`config.mk`:
```
export PLATFORM = sky130hd
export DESIGN_NAME = axi_uart_regs
export DESIGN_NICKNAME = d
export VERILOG_FILES = /design/src/rtl/uart_pkg.sv /design/src/rtl/axi_uart_regs.sv
export SDC_FILE = /design/constraint.sdc
export NUM_CORES = 1
export LEC_CHECK = 0
export ABC_CLOCK_PERIOD_IN_PS = 4600
export CAP_MARGIN = 20
export CORE_MARGIN = 1.5
export CORE_UTILIZATION = 47
export CTS_BUF_LIST = sky130_fd_sc_hd__clkbuf_4 sky130_fd_sc_hd__clkbuf_8
export DETAILED_ROUTE_END_ITERATION = 8
export GPL_TIMING_DRIVEN = 0
export PLACE_DENSITY = 0.94
export SLEW_MARGIN = 5
export SYNTH_ARGS = -nofsm -noshare
export SYNTH_HDL_FRONTEND = slang
export SYNTH_SLANG_ARGS = --single-unit
```
`constraint.sdc`:
```
create_clock -name s_axi_aclk -period 4.6 [get_ports s_axi_aclk]
set_input_delay 0.46 -clock s_axi_aclk [delete_from_list [all_inputs] [get_ports s_axi_aclk]]
set_output_delay 0.46 -clock s_axi_aclk [all_outputs]
set_load 0.01 [all_outputs]
```
`src/rtl/uart_pkg.sv`:
```
// Shared constants and types for the AXI4-Lite UART register front end.
package uart_pkg;

  // Register offsets within the 32-byte window (addr[4:2])
  localparam logic [2:0] RBR_THR = 3'd0;
  localparam logic [2:0] IER_DLM = 3'd1;
  localparam logic [2:0] IIR_FCR = 3'd2;
  localparam logic [2:0] LCR     = 3'd3;
  localparam logic [2:0] MCR     = 3'd4;
  localparam logic [2:0] LSR     = 3'd5;
  localparam logic [2:0] MSR     = 3'd6;
  localparam logic [2:0] SCR     = 3'd7;

  // AXI response codes
  localparam logic [1:0] RESP_OKAY   = 2'b00;
  localparam logic [1:0] RESP_SLVERR = 2'b10;

  typedef enum logic {W_IDLE, W_RESP} wr_state_t;
  typedef enum logic {R_IDLE, R_DATA} rd_state_t;

  // True when the address falls in the 32-byte window starting at base
  function automatic logic in_window(input logic [12:0] addr, input logic [12:0] base);
    return addr[12:5] == base[12:5];
  endfunction

endpackage

```
`src/rtl/axi_uart_regs.sv`:
```
// AXI4-Lite slave for the 16550-style UART register window.
//
// Write FSM:
//   state  | meaning
//   W_IDLE | collecting AW and W into holding regs; executes when both held
//   W_RESP | write done, bvalid high until bready
// Read FSM:
//   state  | meaning
//   R_IDLE | arready high, waiting for AR
//   R_DATA | rdata/rresp registered, rvalid high until rready
module axi_uart_regs
  import uart_pkg::*;
#(
  parameter logic [12:0] BASE = 13'h1000
) (
  input  logic        s_axi_aclk,
  input  logic        s_axi_aresetn,
  input  logic [12:0] s_axi_awaddr,
  input  logic        s_axi_awvalid,
  output logic        s_axi_awready,
  input  logic [31:0] s_axi_wdata,
  input  logic [3:0]  s_axi_wstrb,
  input  logic        s_axi_wvalid,
  output logic        s_axi_wready,
  output logic [1:0]  s_axi_bresp,
  output logic        s_axi_bvalid,
  input  logic        s_axi_bready,
  input  logic [12:0] s_axi_araddr,
  input  logic        s_axi_arvalid,
  output logic        s_axi_arready,
  output logic [31:0] s_axi_rdata,
  output logic [1:0]  s_axi_rresp,
  output logic        s_axi_rvalid,
  input  logic        s_axi_rready,
  output logic [7:0]  tx_data,
  output logic        tx_wr,
  input  logic [7:0]  rx_data,
  output logic        rx_rd,
  input  logic [3:0]  iir_in,
  output logic        iir_rd,
  input  logic [7:0]  lsr_in,
  input  logic [7:0]  msr_in,
  output logic [7:0]  ier_o,
  output logic [7:0]  lcr_o,
  output logic [7:0]  mcr_o,
  output logic [7:0]  fcr_o,
  output logic        fcr_wr,
  output logic [15:0] divisor_o,
  output logic        ip2intc_irpt
);

  wr_state_t w_state, w_state_nxt;
  rd_state_t r_state, r_state_nxt;

  logic       ready_en;
  logic       aw_full, w_full;
  logic       aw_win_q;
  logic [2:0] aw_off_q;
  logic [7:0] w_data_q;
  logic       w_strb0_q;
  logic       aw_hs, w_hs, ar_hs, wr_exec;
  logic       ar_win;
  logic [2:0] ar_off;
  logic [7:0] rd_byte;
  logic       dlab;

  logic [7:0] ier_q, lcr_q, mcr_q, fcr_q, scr_q, dll_q, dlm_q;

  // Bits of the bus that carry nothing for an 8-bit register window
  logic unused_bits;
  assign unused_bits = ^{s_axi_awaddr[1:0], s_axi_araddr[1:0],
                         s_axi_wdata[31:8], s_axi_wstrb[3:1]};

  assign dlab         = lcr_q[7];
  assign ier_o        = ier_q;
  assign lcr_o        = lcr_q;
  assign mcr_o        = mcr_q;
  assign fcr_o        = fcr_q;
  assign divisor_o    = {dlm_q, dll_q};
  assign ip2intc_irpt = ~iir_in[0];

  assign ar_win = in_window(s_axi_araddr, BASE);
  assign ar_off = s_axi_araddr[4:2];

  // Hold readies low until the first edge after reset release
  always_ff @(posedge s_axi_aclk or negedge s_axi_aresetn) begin
    if (!s_axi_aresetn) ready_en <= 1'b0;
    else                ready_en <= 1'b1;
  end

  // Write FSM state register
  always_ff @(posedge s_axi_aclk or negedge s_axi_aresetn) begin
    if (!s_axi_aresetn) w_state <= W_IDLE;
    else                w_state <= w_state_nxt;
  end

  // Write FSM next state, channel readies and execute pulse
  always_comb begin
    w_state_nxt   = w_state;
    s_axi_awready = 1'b0;
    s_axi_wready  = 1'b0;
    s_axi_bvalid  = 1'b0;
    wr_exec       = 1'b0;
    case (w_state)
      W_IDLE: begin
        s_axi_awready = ready_en && !aw_full;
        s_axi_wready  = ready_en && !w_full;
        if (aw_full && w_full) begin
          wr_exec     = 1'b1;
          w_state_nxt = W_RESP;
        end
      end
      W_RESP: begin
        s_axi_bvalid = 1'b1;
        if (s_axi_bready) w_state_nxt = W_IDLE;
      end
      default: w_state_nxt = W_IDLE;
    endcase
  end

  assign aw_hs = s_axi_awvalid && s_axi_awready;
  assign w_hs  = s_axi_wvalid && s_axi_wready;

  // AW / W holding registers, filled independently and drained together
  always_ff @(posedge s_axi_aclk or negedge s_axi_aresetn) begin
    if (!s_axi_aresetn) begin
      aw_full   <= 1'b0;
      aw_win_q  <= 1'b0;
      aw_off_q  <= 3'd0;
      w_full    <= 1'b0;
      w_data_q  <= 8'h00;
      w_strb0_q <= 1'b0;
    end else begin
      if (aw_hs) begin
        aw_full  <= 1'b1;
        aw_win_q <= in_window(s_axi_awaddr, BASE);
        aw_off_q <= s_axi_awaddr[4:2];
      end else if (wr_exec) begin
        aw_full  <= 1'b0;
      end
      if (w_hs) begin
        w_full    <= 1'b1;
        w_data_q  <= s_axi_wdata[7:0];
        w_strb0_q <= s_axi_wstrb[0];
      end else if (wr_exec) begin
        w_full    <= 1'b0;
      end
    end
  end

  // Register file commit, write strobes and B response
  always_ff @(posedge s_axi_aclk or negedge s_axi_aresetn) begin
    if (!s_axi_aresetn) begin
      ier_q       <= 8'h00;
      lcr_q       <= 8'h00;
      mcr_q       <= 8'h00;
      fcr_q       <= 8'h00;
      scr_q       <= 8'h00;
      dll_q       <= 8'h00;
      dlm_q       <= 8'h00;
      tx_data     <= 8'h00;
      tx_wr       <= 1'b0;
      fcr_wr      <= 1'b0;
      s_axi_bresp <= RESP_OKAY;
    end else begin
      tx_wr  <= 1'b0;
      fcr_wr <= 1'b0;
      if (wr_exec) begin
        s_axi_bresp <= aw_win_q ? RESP_OKAY : RESP_SLVERR;
        if (aw_win_q && w_strb0_q) begin
          case (aw_off_q)
            RBR_THR: begin
              if (dlab) dll_q <= w_data_q;
              else begin
                tx_data <= w_data_q;
                tx_wr   <= 1'b1;
              end
            end
            IER_DLM: begin
              if (dlab) dlm_q <= w_data_q;
              else      ier_q <= w_data_q;
            end
            IIR_FCR: begin
              fcr_q  <= w_data_q;
              fcr_wr <= 1'b1;
            end
            LCR:     lcr_q <= w_data_q;
            MCR:     mcr_q <= w_data_q;
            SCR:     scr_q <= w_data_q;
            default: ; // LSR and MSR are read-only
          endcase
        end
      end
    end
  end

  // Read FSM state register
  always_ff @(posedge s_axi_aclk or negedge s_axi_aresetn) begin
    if (!s_axi_aresetn) r_state <= R_IDLE;
    else                r_state <= r_state_nxt;
  end

  // Read FSM next state, arready/rvalid and accept-cycle read strobes
  always_comb begin
    r_state_nxt   = r_state;
    s_axi_arready = 1'b0;
    s_axi_rvalid  = 1'b0;
    ar_hs         = 1'b0;
    rx_rd         = 1'b0;
    iir_rd        = 1'b0;
    case (r_state)
      R_IDLE: begin
        s_axi_arready = ready_en;
        ar_hs         = s_axi_arvalid && ready_en;
        if (ar_hs) begin
          r_state_nxt = R_DATA;
          rx_rd       = ar_win && (ar_off == RBR_THR) && !dlab;
          iir_rd      = ar_win && (ar_off == IIR_FCR);
        end
      end
      R_DATA: begin
        s_axi_rvalid = 1'b1;
        if (s_axi_rready) r_state_nxt = R_IDLE;
      end
      default: r_state_nxt = R_IDLE;
    endcase
  end

  // Read data mux, decoded with the DLAB value current at accept time
  always_comb begin
    rd_byte = 8'h00;
    case (ar_off)
      RBR_THR: rd_byte = dlab ? dll_q : rx_data;
      IER_DLM: rd_byte = dlab ? dlm_q : ier_q;
      IIR_FCR: rd_byte = {fcr_q[0], fcr_q[0], 2'b00, iir_in};
      LCR:     rd_byte = lcr_q;
      MCR:     rd_byte = mcr_q;
      LSR:     rd_byte = lsr_in;
      MSR:     rd_byte = msr_in;
      SCR:     rd_byte = scr_q;
      default: rd_byte = 8'h00;
    endcase
  end

  // Capture read response on accept; held stable while rvalid waits
  always_ff @(posedge s_axi_aclk or negedge s_axi_aresetn) begin
    if (!s_axi_aresetn) begin
      s_axi_rdata <= 32'h0;
      s_axi_rresp <= RESP_OKAY;
    end else if (ar_hs) begin
      s_axi_rdata <= ar_win ? {24'h0, rd_byte} : 32'h0;
      s_axi_rresp <= ar_win ? RESP_OKAY : RESP_SLVERR;
    end
  end

endmodule
```
==> reports/summary.txt <==
Fin Setup TNS: 0 ps
Cell Area, Synth: 4579 um^2
Seq cells post-synth: 94
Ratio of final minimum period to clock period: 0.6371
Vias in the first global route: 3,639
CP max stage delay: 580 ps
Register Area: 2352 um^2
Crit path arrival time: 2470 ps
Max Slew Vio Count: 0
Data required, critical path: 4140 ps
Hold_buf cts: 0
Mapped Cells: 376
Worst path bufs/invs: 3
Initial DRC Count: 167
Worst slew pin tran: 673.2 ps
Max Clock Skew: 12.62 ps
Fraction of registers with async set/reset: 1.000
Die area: 10,340 um^2
Synth warnings: 0
Dpl ws: 1687 ps
Maximum VDD drop: 197.4 uV
Startpoint class of the critical path: primary input
Clk root buf: clkbuf_8
Sequential-to-total area share from yosys stat: 0.5137
Top cells by count, synth: 94 x dfrtp_1, 67 x mux2_2, 26 x buf_4
R2r setup slk: 2430 ps
IO Port Bufs: 141
Layout cells sized above 1: 0.2272
TritonCTS clock tree: done
Path type of the worst setup path: in -> out
Status: finished clean
Largest cells by area after synthesis: dfrtp_1 51%, mux2_2 16%, buf_4 4.3%
Post-DR wirelength/cell: 17.82 um
Worst hold path class: in -> async
Critical path endpoint category: output pin
Multi-input gate area in the final layout: 2012 um^2
Max Cap Viol: 0
Slowest cell on the critical path: clkdlybuf4s50_1
Yosys top cell area share: 0.5137
Reg2reg start: w_state
CTS Buf Count: 9
FP Rows: 35
CTS sink count: 94
H-tree depth: 3
Leakage: 2.955 nW
First-pass GRT wire length: 19,070 um
Initial antenna violation count: 0
Dpl hpwl: 9528 um
DR vias: 3,559
Nets: 651
Clk buf depth: 2
Dominant synthesized flop cell: dfrtp_1
CTS resizes: 0
Crit path time final: 2931 ps
RSZ-0062 raised after global routing: no
Layout Cells excl Fill: 688
Final setup margin: 1669 ps
Most common cell in the netlist: dfrtp_1
Most frequent CP cell: clkdlybuf4s50_1
Gp weighted congestion: 0.8929
End of the worst register-to-register path: ier_o[6]
Layout fillers: 679
Drt pass-1 iters: 4
Setup Fix Bufs, Post-CTS: 0
Die X: 101.7 um
Final setup violation count: 0
Slew HR: 0.5512
Ant. Diodes: 0
R2R cell count: 4
Final hold viol count: 0
Top Ports: 199
Initial Util: 0.4909
Placed cell count: 672
Height of the die: 101.7 um
Core box area: 9328 um^2
Worst path cell trace: clkdlybuf4s50_1, nor4_1, nand4_1, clkbuf_1, nor3_1, clkdlybuf4s50_1
CP top delay family: buffers and inverters
Worst-Skew Late Latency: 360 ps
GRT Resource Usage Total: 0.2452
Leading area contributor after synthesis: dfrtp_1
Post-Route WL: 12,260 um
F_max: 0.3412 GHz
Final Util: 0.6931
PnR Total Power: 0.002062 W
Post-synth EDFFs: 0
Clock Pin Slew Worst Setup and Hold Paths: 100 ps
Drt drc: 0
Vias per cell: 5.173
Final antenna-violating net count: 0
Pwr dens: 318.9 nW/um^2
Yosys cell types: 45
Crit-path max FO: 10
Total congestion overflow: 0
P&R area growth vs syn: 41.17%
Mean post-synth cell area: 12.18 um^2
Largest net degree at the start of global routing: 55
how the worst max path moves through the flow:
stage,from,end,depth (start not counted)
final,s_axi_araddr[5],iir_rd,6
after floorplan,w_state,tx_data[0],5
after detailed placement,s_axi_araddr[5],iir_rd,6
after global routing,s_axi_araddr[5],iir_rd,6
after CTS,s_axi_araddr[5],iir_rd,6
after global placement,s_axi_aresetn,fcr_o[5],1
cells in the final DEF (no fill, tap or decap), types with 2 or more instances in the layout:
cell / Yosys / layout
dfrtp_1: 94 / 94
and2_1: 2 / 2
nor3b_1: 2 / 2
nor3_1: 5 / 5
nor3b_4: 2 / 2
a221oi_1: 3 / 3
clkbuf_1: 13 / 13
nor2_1: 5 / 5
clkdlybuf4s50_1: 0 / 140
inv_1: 12 / 12
nor4_1: 3 / 3
conb_1: 2 / 27
mux2_4: 8 / 8
o2bb2ai_1: 4 / 4
nand2b_1: 8 / 8
clkinv_4: 0 / 3
mux2_2: 67 / 67
o22ai_1: 2 / 2
nand2_1: 24 / 24
clkbuf_8: 0 / 9
or3_1: 2 / 2
a211oi_1: 16 / 16
nand3_1: 2 / 2
buf_4: 26 / 27
o21ai_0: 12 / 12
o31ai_1: 7 / 7
nor2b_1: 14 / 14
mux2i_1: 17 / 17
nor4b_1: 2 / 2
nand3b_1: 4 / 4
metal layers:
metal / vias to the layer above / part of all wire / routed length, um / global-route usage
met1: 1718 / 0.42 / 5131 / 0.3050
li1: 1648 / - / - / -
met3: 27 / 0.076 / 932 / 0.06763
met4: 0 / 0.029 / 354 / 0.08761
met2: 166 / 0.48 / 5839 / 0.4108
met5: - / 0 / 0 / 0
area by class of cell:
cell class              instances  area share
inverters                      12    0.006967
clock inverters                 7     0.01084
flip-flops and latches         94      0.3638
clock buffers                   9     0.01916
repair buffers                142      0.2222
multi-input cells             253      0.3112
well taps                     129     0.02497
plain buffers                  42     0.04084
sequential cells by signal (all words and copies together), names as in the netlist, 3 cells and up:
name,count
ier_o,8
dll_q,8
fcr_o,8
dlm_q,8
s_axi_rdata,8
tx_data,8
scr_q,8
mcr_o,8
lcr_o,8
aw_off_q,3
w_data_q,8
metrics by stage:
step | instance area [um^2] | hold slack (ps)
global placement | 6246 | 458.4
detailed placement | 6271 | 465.0
CTS | 6465 | 93.69
global route | 6465 | 106.0
floorplan | 4673 | 164.4
finish | 6465 | 86.17
where the power goes:
group | total, W | internal (W) | leakage (nW) | switching (W)
logic | 0.000450 | 0.000259 | 1.59 | 0.000191
clock network | 0.000528 | 0.000210 | 0.0947 | 0.000319
registers | 0.00108 | 0.000922 | 1.27 | 0.000161
kinds of logic after synthesis:
logic type	share of synthesized area
flops	0.5137
mux	0.2281
simple gates	0.1066
buf+inv	0.06748
compound gates	0.08252
other cells	0.001640
Note: power is estimated with default switching activity, not from simulation.
==> RTL edit: new RTL, same settings <==
Reset style: synchronous (`s_axi_aresetn`), changed in 6 clocked blocks.
--- a/src/rtl/axi_uart_regs.sv
+++ b/src/rtl/axi_uart_regs.sv
@@ -84,5 +84,5 @@
 
   // Hold readies low until the first edge after reset release
-  always_ff @(posedge s_axi_aclk or negedge s_axi_aresetn) begin
+  always_ff @(posedge s_axi_aclk) begin
     if (!s_axi_aresetn) ready_en <= 1'b0;
     else                ready_en <= 1'b1;
@@ -90,5 +90,5 @@
 
   // Write FSM state register
-  always_ff @(posedge s_axi_aclk or negedge s_axi_aresetn) begin
+  always_ff @(posedge s_axi_aclk) begin
     if (!s_axi_aresetn) w_state <= W_IDLE;
     else                w_state <= w_state_nxt;
@@ -123,5 +123,5 @@
 
   // AW / W holding registers, filled independently and drained together
-  always_ff @(posedge s_axi_aclk or negedge s_axi_aresetn) begin
+  always_ff @(posedge s_axi_aclk) begin
     if (!s_axi_aresetn) begin
       aw_full   <= 1'b0;
@@ -150,5 +150,5 @@
 
   // Register file commit, write strobes and B response
-  always_ff @(posedge s_axi_aclk or negedge s_axi_aresetn) begin
+  always_ff @(posedge s_axi_aclk) begin
     if (!s_axi_aresetn) begin
       ier_q       <= 8'h00;
@@ -196,5 +196,5 @@
 
   // Read FSM state register
-  always_ff @(posedge s_axi_aclk or negedge s_axi_aresetn) begin
+  always_ff @(posedge s_axi_aclk) begin
     if (!s_axi_aresetn) r_state <= R_IDLE;
     else                r_state <= r_state_nxt;
@@ -244,5 +244,5 @@
 
   // Capture read response on accept; held stable while rvalid waits
-  always_ff @(posedge s_axi_aclk or negedge s_axi_aresetn) begin
+  always_ff @(posedge s_axi_aclk) begin
     if (!s_axi_aresetn) begin
       s_axi_rdata <= 32'h0;
Formal check against the unedited RTL: differs if s_axi_aresetn is asserted again (counterexample within 4 cycles, from zero or initial values and one cycle with s_axi_aresetn low); with s_axi_aresetn held inactive, the same outputs for 4 cycles.
==> RTL edit against the original RTL <==
- sequential cell count unchanged
- area after synthesis decreased by 3.6%
- sequential share of layout area decreased by 6.4 points
- worst setup slack got worse by 0.12 ns
- first-iteration DRC count increased by 38%
- routed wire length increased by 20%
- register-to-register slack improved by 0.14 ns
- final area decreased by 2.8%
Power is not compared: it rests on default switching activity, and its combinational part moved more than twofold at a synthesized area within 25%.
==> RTL edit: results (changes against the original RTL) <==
INFO  metric final_cells = 784 (was 688)
INFO  metric clkTransAtPathRegs = 0.08 ns (was 0.10 ns)
INFO  metric critPathMaxFanout = 5 (was 10)
INFO  metric synth_cell_types = 48 (was 45)
INFO  metric clock_skew = 0.008711 ns (was 0.01262 ns)
INFO  metric yosys-mux-area-fraction = 15.71% (was 22.81%)
INFO  metric area_post_placement = 6057 sq um (was 6271 sq um)
INFO  metric detailroute.wirelength.met3 = 1333 um (was 932 um)
INFO  metric critical-path-max-stage-delay = 0.62 ns (was 0.58 ns)
INFO  metric hp-class = reg -> reg (was in -> async)
INFO  metric postLayoutSetupSlackWorst = 1.552 ns (was 1.669 ns)
INFO  metric ys_async_sr_fraction = 0% (was 100.0%)
INFO  metric status = completed (unchanged)
INFO  metric cell_count_after_synthesis = 491 (was 376)
INFO  metric finalWirelength = 14690 um (was 12260 um)
INFO  metric wire_length_of_the_first_global_routing_pass = 22420 um (was 19070 um)
INFO  metric yosys-top-cells-area = dfxtp_1 43%, mux2i_1 15%, nor2_1 5.2% (was dfrtp_1 51%, mux2_2 16%, buf_4 4.3%)
INFO  metric fill_cells = 715 (was 679)
INFO  metric synth_seq_area_share = 42.64% (was 51.37%)
INFO  metric first_pass_iters = 5 (was 4)
INFO  metric synth_compound_area_share = 13.24% (was 8.251%)
INFO  metric relative_max_transition_margin = 51.78% (was 55.12%)
INFO  metric via_count = 4362 (was 3559)
INFO  metric routabilityCongestion = 0.9578 (was 0.8929)
INFO  metric drt-met1-wl = 5976 um (was 5131 um)
INFO  metric fin_worst_hold_slack = 0.4621 ns (was 0.08617 ns)
==> RTL edit: cell types whose count changed after synthesis, moves of 18 or more <==
cell / unedited run / this run
nand2_1: 24 / 42
nor2_1: 5 / 61
mux2i_1: 17 / 67
dfrtp_1: 94 / 0
dfxtp_1: 0 / 94
mux2_2: 67 / 2
a21oi_1: 1 / 32
==> RTL edit: cell families after synthesis <==
family                 Yosys count
other                            1
multiplexers                    69
flip-flops                      94
AND/OR/NAND/NOR                165
AO/OA/AOI/OAI                   89
buffers and inverters           73
==> RTL edit: metal layers <==
layer,global-route usage (%),vias to the layer above
li1,-,2010
met1,35.04,2065
met2,49.35,250
met3,7.869,37
met4,13.98,0
met5,0,-
==> RTL edit: worst paths after layout <==
kind | from | end | cells past startpoint
worst max-delay path | s_axi_araddr[6] | rx_rd | 5
worst min-delay path | s_axi_rdata[6] | s_axi_rdata[6] | 2
worst max register to register | lcr_o[7] | s_axi_rdata[7] | 6
worst min register to register | s_axi_rdata[6] | s_axi_rdata[6] | 2
==> RTL edit: area by class of cell <==
cell class | instances | share of cell area [%]
plain buffers | 62 | 5.595
clock buffers | 11 | 2.310
clock inverters | 5 | 1.294
inverters | 11 | 0.6571
multi-input cells | 349 | 35.52
flip-flops and latches | 94 | 29.95
well taps | 111 | 2.210
repair buffers | 141 | 22.46
==> RTL edit: worst max-delay path: cells and delay by family <==
| kind | cells | cell delay (ns) |
|---|---|---|
| and+or+nand+nor | 3 | 1.11 |
| buffers and inverters | 2 | 1.02 |
==> RTL edit: power by group through the flow <==
stage | registers (mW) | clock network [mW] | logic (mW)
after floorplan | 0.846 | 0 | 0.0982
after global placement | 0.846 | 0 | 0.193
after detailed placement | 0.847 | 0 | 0.195
after CTS | 0.828 | 0.625 | 0.197
after global routing | 0.830 | 0.662 | 0.214
final | 0.828 | 0.624 | 0.201
